`src/rtl/regfile_alu_pkg.sv`:
```
// Shared definitions for the register-file ALU: datapath width, register count,
// opcode encodings and flag bit positions within the 5-bit flag word {C,L,F,Z,N}.
package regfile_alu_pkg;

  localparam int DATA_W = 16;
  localparam int NREGS  = 16;
  localparam int ADDR_W = $clog2(NREGS);
  localparam int FLAG_W = 5;

  localparam logic [4:0] OP_ADD  = 5'h00;
  localparam logic [4:0] OP_ADDU = 5'h01;
  localparam logic [4:0] OP_ADDC = 5'h02;
  localparam logic [4:0] OP_SUB  = 5'h03;
  localparam logic [4:0] OP_CMP  = 5'h04;
  localparam logic [4:0] OP_AND  = 5'h05;
  localparam logic [4:0] OP_OR   = 5'h06;
  localparam logic [4:0] OP_XOR  = 5'h07;
  localparam logic [4:0] OP_NOT  = 5'h08;
  localparam logic [4:0] OP_LSH  = 5'h09;
  localparam logic [4:0] OP_RSH  = 5'h0A;
  localparam logic [4:0] OP_ARSH = 5'h0B;
  localparam logic [4:0] OP_MOV  = 5'h0C;
  localparam logic [4:0] OP_LUI  = 5'h0D;
  localparam logic [4:0] OP_NOP  = 5'h1F;

  localparam int FLAG_C = 4;
  localparam int FLAG_L = 3;
  localparam int FLAG_F = 2;
  localparam int FLAG_Z = 1;
  localparam int FLAG_N = 0;

endpackage

```
`src/rtl/regfile_alu_alu_core.sv`:
```
// Purely combinational two-operand ALU: produces the result, whether it is
// written back, the candidate flag values and which flag bits they replace.
module alu_core
  import regfile_alu_pkg::*;
(
  input  logic [DATA_W-1:0] a,
  input  logic [DATA_W-1:0] b,
  input  logic [4:0]        op_code,
  input  logic              c_in,
  output logic [DATA_W-1:0] result,
  output logic              wr_en,
  output logic [FLAG_W-1:0] flags_next,
  output logic [FLAG_W-1:0] flags_mask
);

  logic [DATA_W:0]   sum;
  logic [DATA_W-1:0] diff;
  logic              add_cin;
  logic              add_ovf;
  logic              sub_ovf;
  logic [3:0]        shamt;

  assign add_cin = (op_code == OP_ADDC) ? c_in : 1'b0;
  assign sum     = {1'b0, a} + {1'b0, b} + {{DATA_W{1'b0}}, add_cin};
  assign diff    = a - b;
  // Signed overflow: operands agree (add) or differ (sub) in sign and the result sign flips.
  assign add_ovf = (a[DATA_W-1] == b[DATA_W-1]) && (sum[DATA_W-1] != a[DATA_W-1]);
  assign sub_ovf = (a[DATA_W-1] != b[DATA_W-1]) && (diff[DATA_W-1] != a[DATA_W-1]);
  assign shamt   = b[3:0];

  always_comb begin
    result     = '0;
    wr_en      = 1'b0;
    flags_next = '0;
    flags_mask = '0;
    case (op_code)
      OP_ADD, OP_ADDU, OP_ADDC: begin
        result             = sum[DATA_W-1:0];
        wr_en              = 1'b1;
        flags_next[FLAG_C] = sum[DATA_W];
        flags_next[FLAG_F] = add_ovf;
        flags_mask[FLAG_C] = 1'b1;
        flags_mask[FLAG_F] = (op_code != OP_ADDU);
      end
      OP_SUB: begin
        result             = diff;
        wr_en              = 1'b1;
        flags_next[FLAG_C] = (a < b);
        flags_next[FLAG_F] = sub_ovf;
        flags_mask[FLAG_C] = 1'b1;
        flags_mask[FLAG_F] = 1'b1;
      end
      OP_CMP: begin
        flags_next[FLAG_Z] = (a == b);
        flags_next[FLAG_L] = (a < b);
        flags_next[FLAG_N] = ($signed(a) < $signed(b));
        flags_mask[FLAG_Z] = 1'b1;
        flags_mask[FLAG_L] = 1'b1;
        flags_mask[FLAG_N] = 1'b1;
      end
      OP_AND:  begin result = a & b;                    wr_en = 1'b1; end
      OP_OR:   begin result = a | b;                    wr_en = 1'b1; end
      OP_XOR:  begin result = a ^ b;                    wr_en = 1'b1; end
      OP_NOT:  begin result = ~b;                       wr_en = 1'b1; end
      OP_LSH:  begin result = a << shamt;               wr_en = 1'b1; end
      OP_RSH:  begin result = a >> shamt;               wr_en = 1'b1; end
      OP_ARSH: begin result = $signed(a) >>> shamt;     wr_en = 1'b1; end
      OP_MOV:  begin result = b;                        wr_en = 1'b1; end
      OP_LUI:  begin result = {b[7:0], 8'h00};          wr_en = 1'b1; end
      OP_NOP:  ;
      default: ;
    endcase

    // Every writing op refreshes Z and N from its result.
    if (wr_en) begin
      flags_next[FLAG_Z] = (result == '0);
      flags_next[FLAG_N] = result[DATA_W-1];
      flags_mask[FLAG_Z] = 1'b1;
      flags_mask[FLAG_N] = 1'b1;
    end
  end

endmodule

```
`src/rtl/regfile_alu.sv`:
```
// 16 x 16-bit register file with a two-operand ALU: each enabled edge performs
// Rdest <= Rdest OP (Rsrc or Imm) and updates the masked bits of the flag register.
module regfile_alu
  import regfile_alu_pkg::*;
(
  input  logic              Clk,
  input  logic              Rst,
  input  logic              En,
  input  logic [ADDR_W-1:0] RdestRegLoc,
  input  logic [ADDR_W-1:0] RsrcRegLoc,
  input  logic [DATA_W-1:0] Imm,
  input  logic              Imm_s,
  input  logic [4:0]        OpCode,
  output logic [DATA_W-1:0] RdestOut,
  output logic [FLAG_W-1:0] Flags
);

  logic [DATA_W-1:0] regs [NREGS];
  logic [DATA_W-1:0] op_a;
  logic [DATA_W-1:0] op_b;
  logic [DATA_W-1:0] alu_result;
  logic              alu_wr_en;
  logic [FLAG_W-1:0] alu_flags;
  logic [FLAG_W-1:0] alu_mask;

  assign op_a     = regs[RdestRegLoc];
  assign op_b     = Imm_s ? Imm : regs[RsrcRegLoc];
  assign RdestOut = regs[RdestRegLoc];

  alu_core u_alu_core (
    .a          (op_a),
    .b          (op_b),
    .op_code    (OpCode),
    .c_in       (Flags[FLAG_C]),
    .result     (alu_result),
    .wr_en      (alu_wr_en),
    .flags_next (alu_flags),
    .flags_mask (alu_mask)
  );

  always_ff @(posedge Clk or negedge Rst) begin
    if (!Rst) begin
      for (int i = 0; i < NREGS; i++) regs[i] <= '0;
    end else if (En && alu_wr_en) begin
      regs[RdestRegLoc] <= alu_result;
    end
  end

  always_ff @(posedge Clk or negedge Rst) begin
    if (!Rst) begin
      Flags <= '0;
    end else if (En) begin
      Flags <= (Flags & ~alu_mask) | (alu_flags & alu_mask);
    end
  end

endmodule

```
`config.mk`:
```
export PLATFORM = sky130hd
export DESIGN_NAME = regfile_alu
export DESIGN_NICKNAME = d
export VERILOG_FILES = /design/src/rtl/regfile_alu_pkg.sv /design/src/rtl/regfile_alu_alu_core.sv /design/src/rtl/regfile_alu.sv
export SDC_FILE = /design/constraint.sdc
export NUM_CORES = 1
export LEC_CHECK = 0
export CORE_UTILIZATION = 55
export CTS_CLUSTER_DIAMETER = 120
export CTS_CLUSTER_SIZE = 24
export DETAILED_ROUTE_END_ITERATION = 16
export GPL_ROUTABILITY_DRIVEN = 0
export PLACE_DENSITY = 0.78
export SETUP_SLACK_MARGIN = 0.2
export SYNTH_ARGS = -nofsm -noshare
export SYNTH_HDL_FRONTEND = slang
export SYNTH_SLANG_ARGS = --single-unit
```
`constraint.sdc`:
```
create_clock -name Clk -period 4.7 [get_ports Clk]
set_input_delay 0.94 -clock Clk [delete_from_list [all_inputs] [get_ports Clk]]
set_output_delay 0.94 -clock Clk [all_outputs]
set_load 0.01 [all_outputs]
```
### After elaboration in Yosys (flattened, before gate mapping)

Index checks and enable logic that the tools add are counted.

| operators by class | value |
|---|---|
| add/subtract/negate cells | 3 |
| magnitude comparators | 5 |
| equal/unequal tests | 19 |
| shift operators | 3 |
| mux-type cells | 23 |
| bitwise gates (word level) | 10 |
| reductions and logical operators | 9 |

Operators with widths:

| kind | number |
|---|---|
| $bwmux 256 | 1 |
| $pmux 16 s11 | 1 |
| $bmux 16 s4 | 2 |
| $mux 16 | 6 |
| $demux 16 s4 | 1 |
| $lt 16x16->1 | 2 |
| $eq 5x4->1 const B | 6 |
| $eq 5x3->1 const B | 4 |
| $add 16x16->17 | 1 |
| $add 17x1->17 | 1 |
| $and 16x16->16 | 1 |
| $eq 16x16->1 | 1 |
| $logic_not 16->1 | 1 |
| $not 16->16 | 1 |
| $or 16x16->16 | 1 |
| $shl 16x4->16 | 1 |
| $shr 16x4->16 | 1 |
| $sshr 16x4->16 | 1 |
| $sub 16x16->16 | 1 |
| $xor 16x16->16 | 1 |
| $reduce_or 13->1 | 1 |
| $and 5x5->5 | 2 |
| $eq 5x2->1 const B | 2 |
| $ge 5x5->1 const B | 2 |
| other kinds (15) | 30 |

| word-level totals | value |
|---|---|
| register bits | 261 |
| input port bits | 33 |
| output and inout bits | 21 |
| logic and storage cells | 89 |

### Logic depth before layout (Yosys ltp)

Gate-level depths: netlist (run 1).

| logic depth | value |
|---|---|
| depth in word-level cells | 12 |
| depth in mapped cells | 26 |
| mapped depth without buffers | 18 |

### By module

A second synthesis (run 1) with hierarchy kept.

| second synthesis, totals | value |
|---|---|
| cells, all modules | 1474 |
| area total of the unflattened synthesis | 18295.0 um^2 |

Modules (own cells, without submodules):

| module | instances | cells each | area an instance (um^2) | seq. area each (um^2) |
|---|---|---|---|---|
| regfile_alu | 1 | 842 | 13763.2 | 6531.3 |
| alu_core | 1 | 632 | 4531.8 | 0.0 |

### Worst setup path before layout (run 1)

Ideal clock, no wire load.

| timing | value |
|---|---|
| path type | input port to flip-flop |
| start | input port RsrcRegLoc[0] |
| end | register (tool-made name) |
| library setup time | 0.104 ns |
| data arrival time | 5.792 ns |
| required time | 4.596 ns |
| setup slack | -1.195 ns |
| stages on the path | 20 |
| path buffers | 5 |
| path through | buf_4 -> mux4_2 -> mux4_2 -> mux2i_1 -> buf_4 -> clkbuf_1 -> clkbuf_1 -> ha_1 -> clkbuf_1 -> nor2b_1 -> o21ai_0 -> nand2_1 -> a2111oi_0 -> a221oi_1 -> xor2_1 -> a2111oi_0 -> and4_1 -> and3_1 -> nand4b_1 -> o41ai_2 |

RTL lines:

| item | line | text |
|---|---|---|
| start, declared | regfile_alu.sv:10 | `input logic [ADDR_W-1:0] RsrcRegLoc,` |

==> results of run 1 <==
==> power by group through the flow <==
stage | combinational [W] | sequential (W) | clock [W]
2_1_floorplan | 0.00246 | 0.00294 | 0
3_3_place_gp | 0.00371 | 0.00302 | 0
3_5_place_dp | 0.00383 | 0.00307 | 0
4_1_cts | 0.00400 | 0.00304 | 0.00133
5_1_grt | 0.00458 | 0.00312 | 0.00140
6_report | 0.00437 | 0.00309 | 0.00133
==> cell usage in the layout (no fill, tap or decap), drive strengths merged, types with 17 or more instances in the layout <==
master	instances
inv	51
mux4	139
mux2	175
dfrtp	261
o21ai	67
mux2i	80
nand3	24
a22oi	17
nor2	143
buf	374
ha	47
a211oi	22
clkdlybuf4s50	43
a21oi	125
clkbuf	21
nor3	22
nand2	106
==> metrics by stage <==
stage | hold slack (ns) | utilization [%] | cells
after global routing | 0.5444 | 71.33 | 2404
after detailed placement | 0.4959 | 66.80 | 2340
final | 0.5269 | 71.34 | 2405
after global placement | 0.4743 | 66.80 | 2340
after CTS | 0.5170 | 69.55 | 2381
after floorplan | 0.4616 | - | 1664
==> how the worst max path moves through the flow <==
stage,start,end,slack (ns),depth (start not counted)
finish,RdestRegLoc[0],flop,0.02,18
global route,RdestRegLoc[0],flop,-0.04,17
CTS,RdestRegLoc[0],flop,0.06,18
detailed placement,RsrcRegLoc[2],flop,-0.95,19
global placement,RdestRegLoc[0],flop,-0.95,17
floorplan,RsrcRegLoc[0],flop,-0.46,22
==> Yosys cell counts (5+ instances only) <==
cell	n	area, um^2
a2111oi_0	11	96.34
xnor2_1	11	96.34
ha_1	47	588.1
a31oi_1	9	56.30
nand2_1	106	397.9
a211o_1	5	43.79
inv_2	11	41.29
a32oi_1	5	43.79
o21ai_0	64	320.3
nor2b_1	12	75.07
o221ai_1	11	96.34
and3_1	7	43.79
dfrtp_1	261	6531
nor2_1	143	536.8
o31ai_1	10	75.07
buf_6	14	157.7
a221oi_1	6	52.55
mux2_2	173	1948
a221o_1	5	50.05
a22oi_1	17	127.6
a21oi_1	124	620.6
buf_1	6	22.52
nor3_1	22	110.1
o22ai_1	16	100.1
a21o_1	5	37.54
clkbuf_1	93	349.1
mux2i_1	79	790.8
o211ai_1	7	52.55
inv_1	40	150.1
a211oi_1	21	157.7
nand3_1	24	120.1
buf_2	21	105.1
nand4_1	13	81.33
and2_1	8	50.05
or3_1	9	56.30
mux4_2	139	3131
buf_4	8	60.06
nand2b_1	8	50.05
nand3b_1	7	52.55
==> layout make-up <==
type | count | area (um^2) | share of cell area, %
sequential | 261 | 6531 | 28.07
inverter | 55 | 206.4 | 0.8871
clock buffer | 17 | 392.9 | 1.688
timing repair buffer | 424 | 3734 | 16.04
tap | 442 | 553.0 | 2.376
multi-input combinational | 1205 | 11850 | 50.93
antenna | 1 | 2.502 | 0.01075
==> cell families (layout without fill, tap and decap cells) <==
logic type,count (synthesis),in the layout,synth area share (%)
xor+xnor,15,15,0.7186
simple gates,384,384,9.725
fa+ha+maj,50,50,3.545
buf+inv,198,496,5.009
compound gates,362,362,12.91
mux,394,394,32.37
other cells,0,1,0
flops,261,261,35.72
==> metal layers <==
layer	up-vias	part of all wire, %	routed length, um	track usage, %
met5	-	0	0	0
met4	0	8.9	6183	29.70
met3	508	13	8912	13.48
met2	1546	44	30970	59.94
met1	8536	34	23570	48.72
li1	6875	-	-	-
==> worst register-to-register path, stage by stage, from the launching register on <==
cell,delay (ns)
dfrtp_1,0.43
mux4_2,0.50
mux4_2,0.57
inv_2,0.11
fa_2,0.23
inv_2,0.06
fa_2,0.35
nor2b_4,0.14
o21ai_2,0.18
and2_4,0.20
o21ai_2,0.06
a221oi_2,0.25
xor2_1,0.13
a2111oi_2,0.37
and4_1,0.26
and3_1,0.16
nand4b_1,0.18
o41ai_2,0.25
==> timing repair <==
action / CTS / global route
cloned: 1 / 4
setup endpoints to repair: 217 / 149
pin swaps: 28 / 21
gates resized for setup: 74 / 76
buffers inserted: 23 / 19
==> results.txt, run 1 <==
number of flops mapped to enable cells by yosys: 0
total I/O pin count: 54
crit path DAT: 5.09 ns
number of I/O port buffers: 53
Clock transition at path regs: 0.11 ns
minimum clock period: 4.678 ns
layout cell share with drive strength beyond 1: 43.43%
# setup viols final: 0
Ys Warns: 0
die area: 0.03397 mm^2
Largest Register: regs
Design Power: 0.008800 W
Max-Cap Viols: 0
Design Area, Final: 0.02327 mm^2
post-synthesis average cell area: 10.99 um^2
Psw: 0.003341 W
Worst R2R Setup Slack: 0.21 ns
WL per Instance: 28.96 um
post-synthesis cell area: 0.01828 mm^2
P_leak: 10.29 nW
Site Rows: 66
largest net degree at the start of global routing: 135
Nets: 2044
pwr dens: 378.2 mW/mm^2
Layout area overhead: 27.29%
CP startpoint kind: primary input
Max stage delay on crit path: 0.53 ns
WP buf/inv: 3
CTS tree: done
Clk pwr share: 15.2%
worst hold path type: reg2reg
family with the most delay on the worst path: compound AO/OA/AOI/OAI gates
hold path cells: 2
initial antenna violation count: 1
worst-margin pin slew: 1.074 ns
total wire length: 69.64 mm
biggest regs: regs (256)
drt first-iter violations: 2747
Synth cell types: 84
FF-to-FF Start: regs[64]
Placed Area: 0.02179 mm^2
Synth Instances: 1664
power share of the combinational group: 49.7%
post-DP HPWL: 46.40 mm
Worst slew margin: 28.42%
latest clock arrival within the worst-skew pair: 0.50 ns
PnR worst setup slack: 0.02187 ns
Starting Density: 56.05%
DRT Pass-1 Iters: 8
Final Max Slew Viols: 0
Reg2Reg Depth: 17
GR Util All Layers: 40.23%
Synth Flop Type: dfrtp_1
worst-path fanout max: 8
hold_buf cts: 0
CP cell instances: buf_16 > buf_6 > mux4_2 > a22o_1 > a221o_2 > buf_4 > fa_2 > nor2b_4 > o21ai_2 > and2_4 > o21ai_2 > a221oi_2 > xor2_1 > a2111oi_2 > and4_1 > and3_1 > nand4b_1 > o41ai_2
# fillers: 2047
sequential share of power: 35.2%
period utilisation layout: 99.53%
status: complete, no violations
ys async rst share: 100.0%
Peak VDD IR: 0.0002217 V
most frequent CP cell: o21ai_2
via count: 17465
RSZ-0062 raised after global routing: yes
critical path required time: 5.11 ns
Place WS: -0.9478 ns
clock root cell: clkbuf_16
post-synthesis sequential area ratio: 35.72%
f_max: 0.2138 GHz
post-synthesis net count: 1747
GRT overflow: 0
Setup crit end kind: flop
Sw Ratio: 37.97%
Die X: 184.3 um
Num CTS Buffers: 14
number of synthesized register bits: 261
skew final: 0.01905 ns
Clock Path Buffers: 3
max FFs per register: 256
Post-route DRC: 0
Int Pwr: 0.005459 W
ANT nets after route: 0
hold path start: regs[53]
critical path's slowest cell: mux4_2
number of global-route vias before repair: 16995
first-pass GRT wire length: 101.9 mm
H-Tree Depth: 1
die height: 184.3 um
Final Hold Fails: 0
core footprint: 0.03262 mm^2
CP Class: in2reg
CTS sink count: 261
hold endpoint: regs[53]
DR vias/cell: 7.262
final setup TNS: 0 ns
Power figures use the tool's default switching activity.
==> run 2: changes to the inputs <==
- PLACE_DENSITY: 0.78 -> not set
- PLACE_DENSITY_LB_ADDON: not set -> 0.05
- clock period: 4.7 -> 5 ns (I/O delays scaled with it)
==> run 2 against run 1 <==
Against the previous run: register-to-register slack gained 0.29 ns; global-route usage fell by 0.24 points; core utilization is 2.5 points lower; sequential power shrank 7.4%; routed wire length fell by 4.8%; die area did not move; worst hold slack worse by 0.014 ns; first-iteration DRC count fell by 30%; cell area shrank 3.6%; clock skew grew 0.0043 ns; cell count is 1.9% lower; non-clock buffer count fell by 46.
==> results.txt, run 2 (synthesized netlist as in run 1, its figures left out) <==
worst hold path type: reg2reg
die area: 0.03397 mm^2
H-Tree Depth: 1
P_leak: 9.962 nW
total I/O pin count: 54
Site Rows: 66
# setup viols final: 0
initial antenna violation count: 3
Num CTS Buffers: 15
Final Hold Fails: 0
Worst slew margin: 5.136%
Peak VDD IR: 0.0002918 V
crit path DAT: 5.17 ns
Place WS: -0.6943 ns
final setup TNS: 0 ns
largest net degree at the start of global routing: 117
Placed Cells incl. Taps: 2326
CTS tree: done
max FFs per register: 256
worst-margin pin slew: 1.387 ns
critical path required time: 5.41 ns
Final Non-Filler Cells: 2360
CTS sink count: 261
Clock Path Buffers: 3
Final Max Slew Viols: 0
core footprint: 0.03262 mm^2
skew final: 0.02333 ns
pwr dens: 355.0 mW/mm^2
hold_buf cts: 0
f_max: 0.2099 GHz
CP Class: in2reg
drt first-iter violations: 1917
Max-Cap Viols: 0
commonest non-fill, non-tap cell in the layout: buf_4
period utilisation layout: 95.30%
total wire length: 66.30 mm
DRT Pass-1 Iters: 5
latest clock arrival within the worst-skew pair: 0.52 ns
minimum clock period: 4.765 ns
RSZ-0062 raised after global routing: yes
Setup crit end kind: flop
biggest regs: regs (256)
GR Util All Layers: 39.99%
hold_ws: 0.5134 ns
Worst R2R Setup Slack: 0.50 ns
Layout area overhead: 22.76%
status: complete, no violations
layout cell share with drive strength beyond 1: 39.80%
Placed Area: 0.02153 mm^2
PnR worst setup slack: 0.2351 ns
# fillers: 2507
die height: 184.3 um
WL per Instance: 28.09 um
ANT nets after route: 0
Post-route DRC: 0
Starting Density: 56.05%
first-pass GRT wire length: 99.75 mm
number of I/O port buffers: 53
post-DP HPWL: 47.46 mm
Largest Register: regs
worst-path fanout max: 8
number of global-route vias before repair: 16018
GRT overflow: 0
Clock transition at path regs: 0.08 ns
DR vias/cell: 6.810
CP startpoint kind: primary input
Nets: 1999
Die X: 184.3 um
via count: 16072
clock root cell: clkbuf_16
Design Area, Final: 0.02244 mm^2
most frequent cells in the layout: 297 x buf_4, 261 x dfrtp_1, 139 x mux4_2, 138 x mux2_2, 131 x nor2_1
[run 2: cell count changes in the layout (fill, tap and decap cells not counted), sizes merged]
cell | before | now
buf | 374 | 328
inv | 51 | 54
clkbuf | 21 | 19
dlygate4sd2 | 3 | 1
clkdlybuf4s50 | 43 | 44
dlymetal6s2s | 0 | 1
[run 2: final timing paths]
kind	start	to	cells after the start
max	RsrcRegLoc[0]	flop	19
min	flop	flop	1
max reg2reg	regs[64]	flop	17
min reg2reg	flop	flop	1
max in group asynchronous	Rst	regs[172]	2
min in group asynchronous	Rst	regs[162]	1
[run 2: what timing repair did]
| item | in CTS | in global routing |
|---|---|---|
| setup endpoints to repair | 131 | 132 |
| setup buffers | 2 | 9 |
| pin swaps | 6 | 5 |
| resized for setup | 27 | 48 |
| gates cloned | 1 | 3 |
[run 2: worst max-delay path: stages]
cell and delay (ns):
buf_12 0.11, buf_12 0.15, mux4_2 0.54, mux4_2 0.55, mux2i_4 0.23, ha_4 0.27, buf_4 0.15, nor2b_4 0.10
o21ai_2 0.09, and2_4 0.16, buf_4 0.13, a221o_1 0.33, a211oi_2 0.26, o211ai_1 0.14, a21o_1 0.19, nor2_2 0.18
and4bb_1 0.21, nand4b_1 0.14, o41ai_2 0.22
[run 2: metrics by stage]
stage	total power [W]	utilization, %
3_3_place_gp	0.006344	66.01
2_1_floorplan	0.004997	-
3_5_place_dp	0.006430	66.01
5_1_grt	0.008347	68.80
4_1_cts	0.007765	67.70
6_report	0.007967	68.81
[run 2: power by group]
part           switching (W)  internal (W)
Sequential          0.000333       0.00253
Combinational        0.00193       0.00188
Clock               0.000744      0.000561
[run 2: final cells by class]
type | count | area, um^2 | share of cell area, %
well taps | 442 | 553.0 | 2.464
flip-flops and latches | 261 | 6531 | 29.10
clock inverters | 3 | 37.54 | 0.1672
repair buffers | 378 | 3323 | 14.81
inverters | 55 | 206.4 | 0.9198
clock buffers | 15 | 375.4 | 1.672
diodes | 1 | 2.502 | 0.01115
multi-input cells | 1205 | 11410 | 50.86
[run 2: layer usage]
layer  global-route usage, %  part of all wire [%]
met5                       0                 0.017
met4                   25.30                   7.0
met3                   8.220                   9.3
met2                   61.04                    45
met1                   52.23                    38
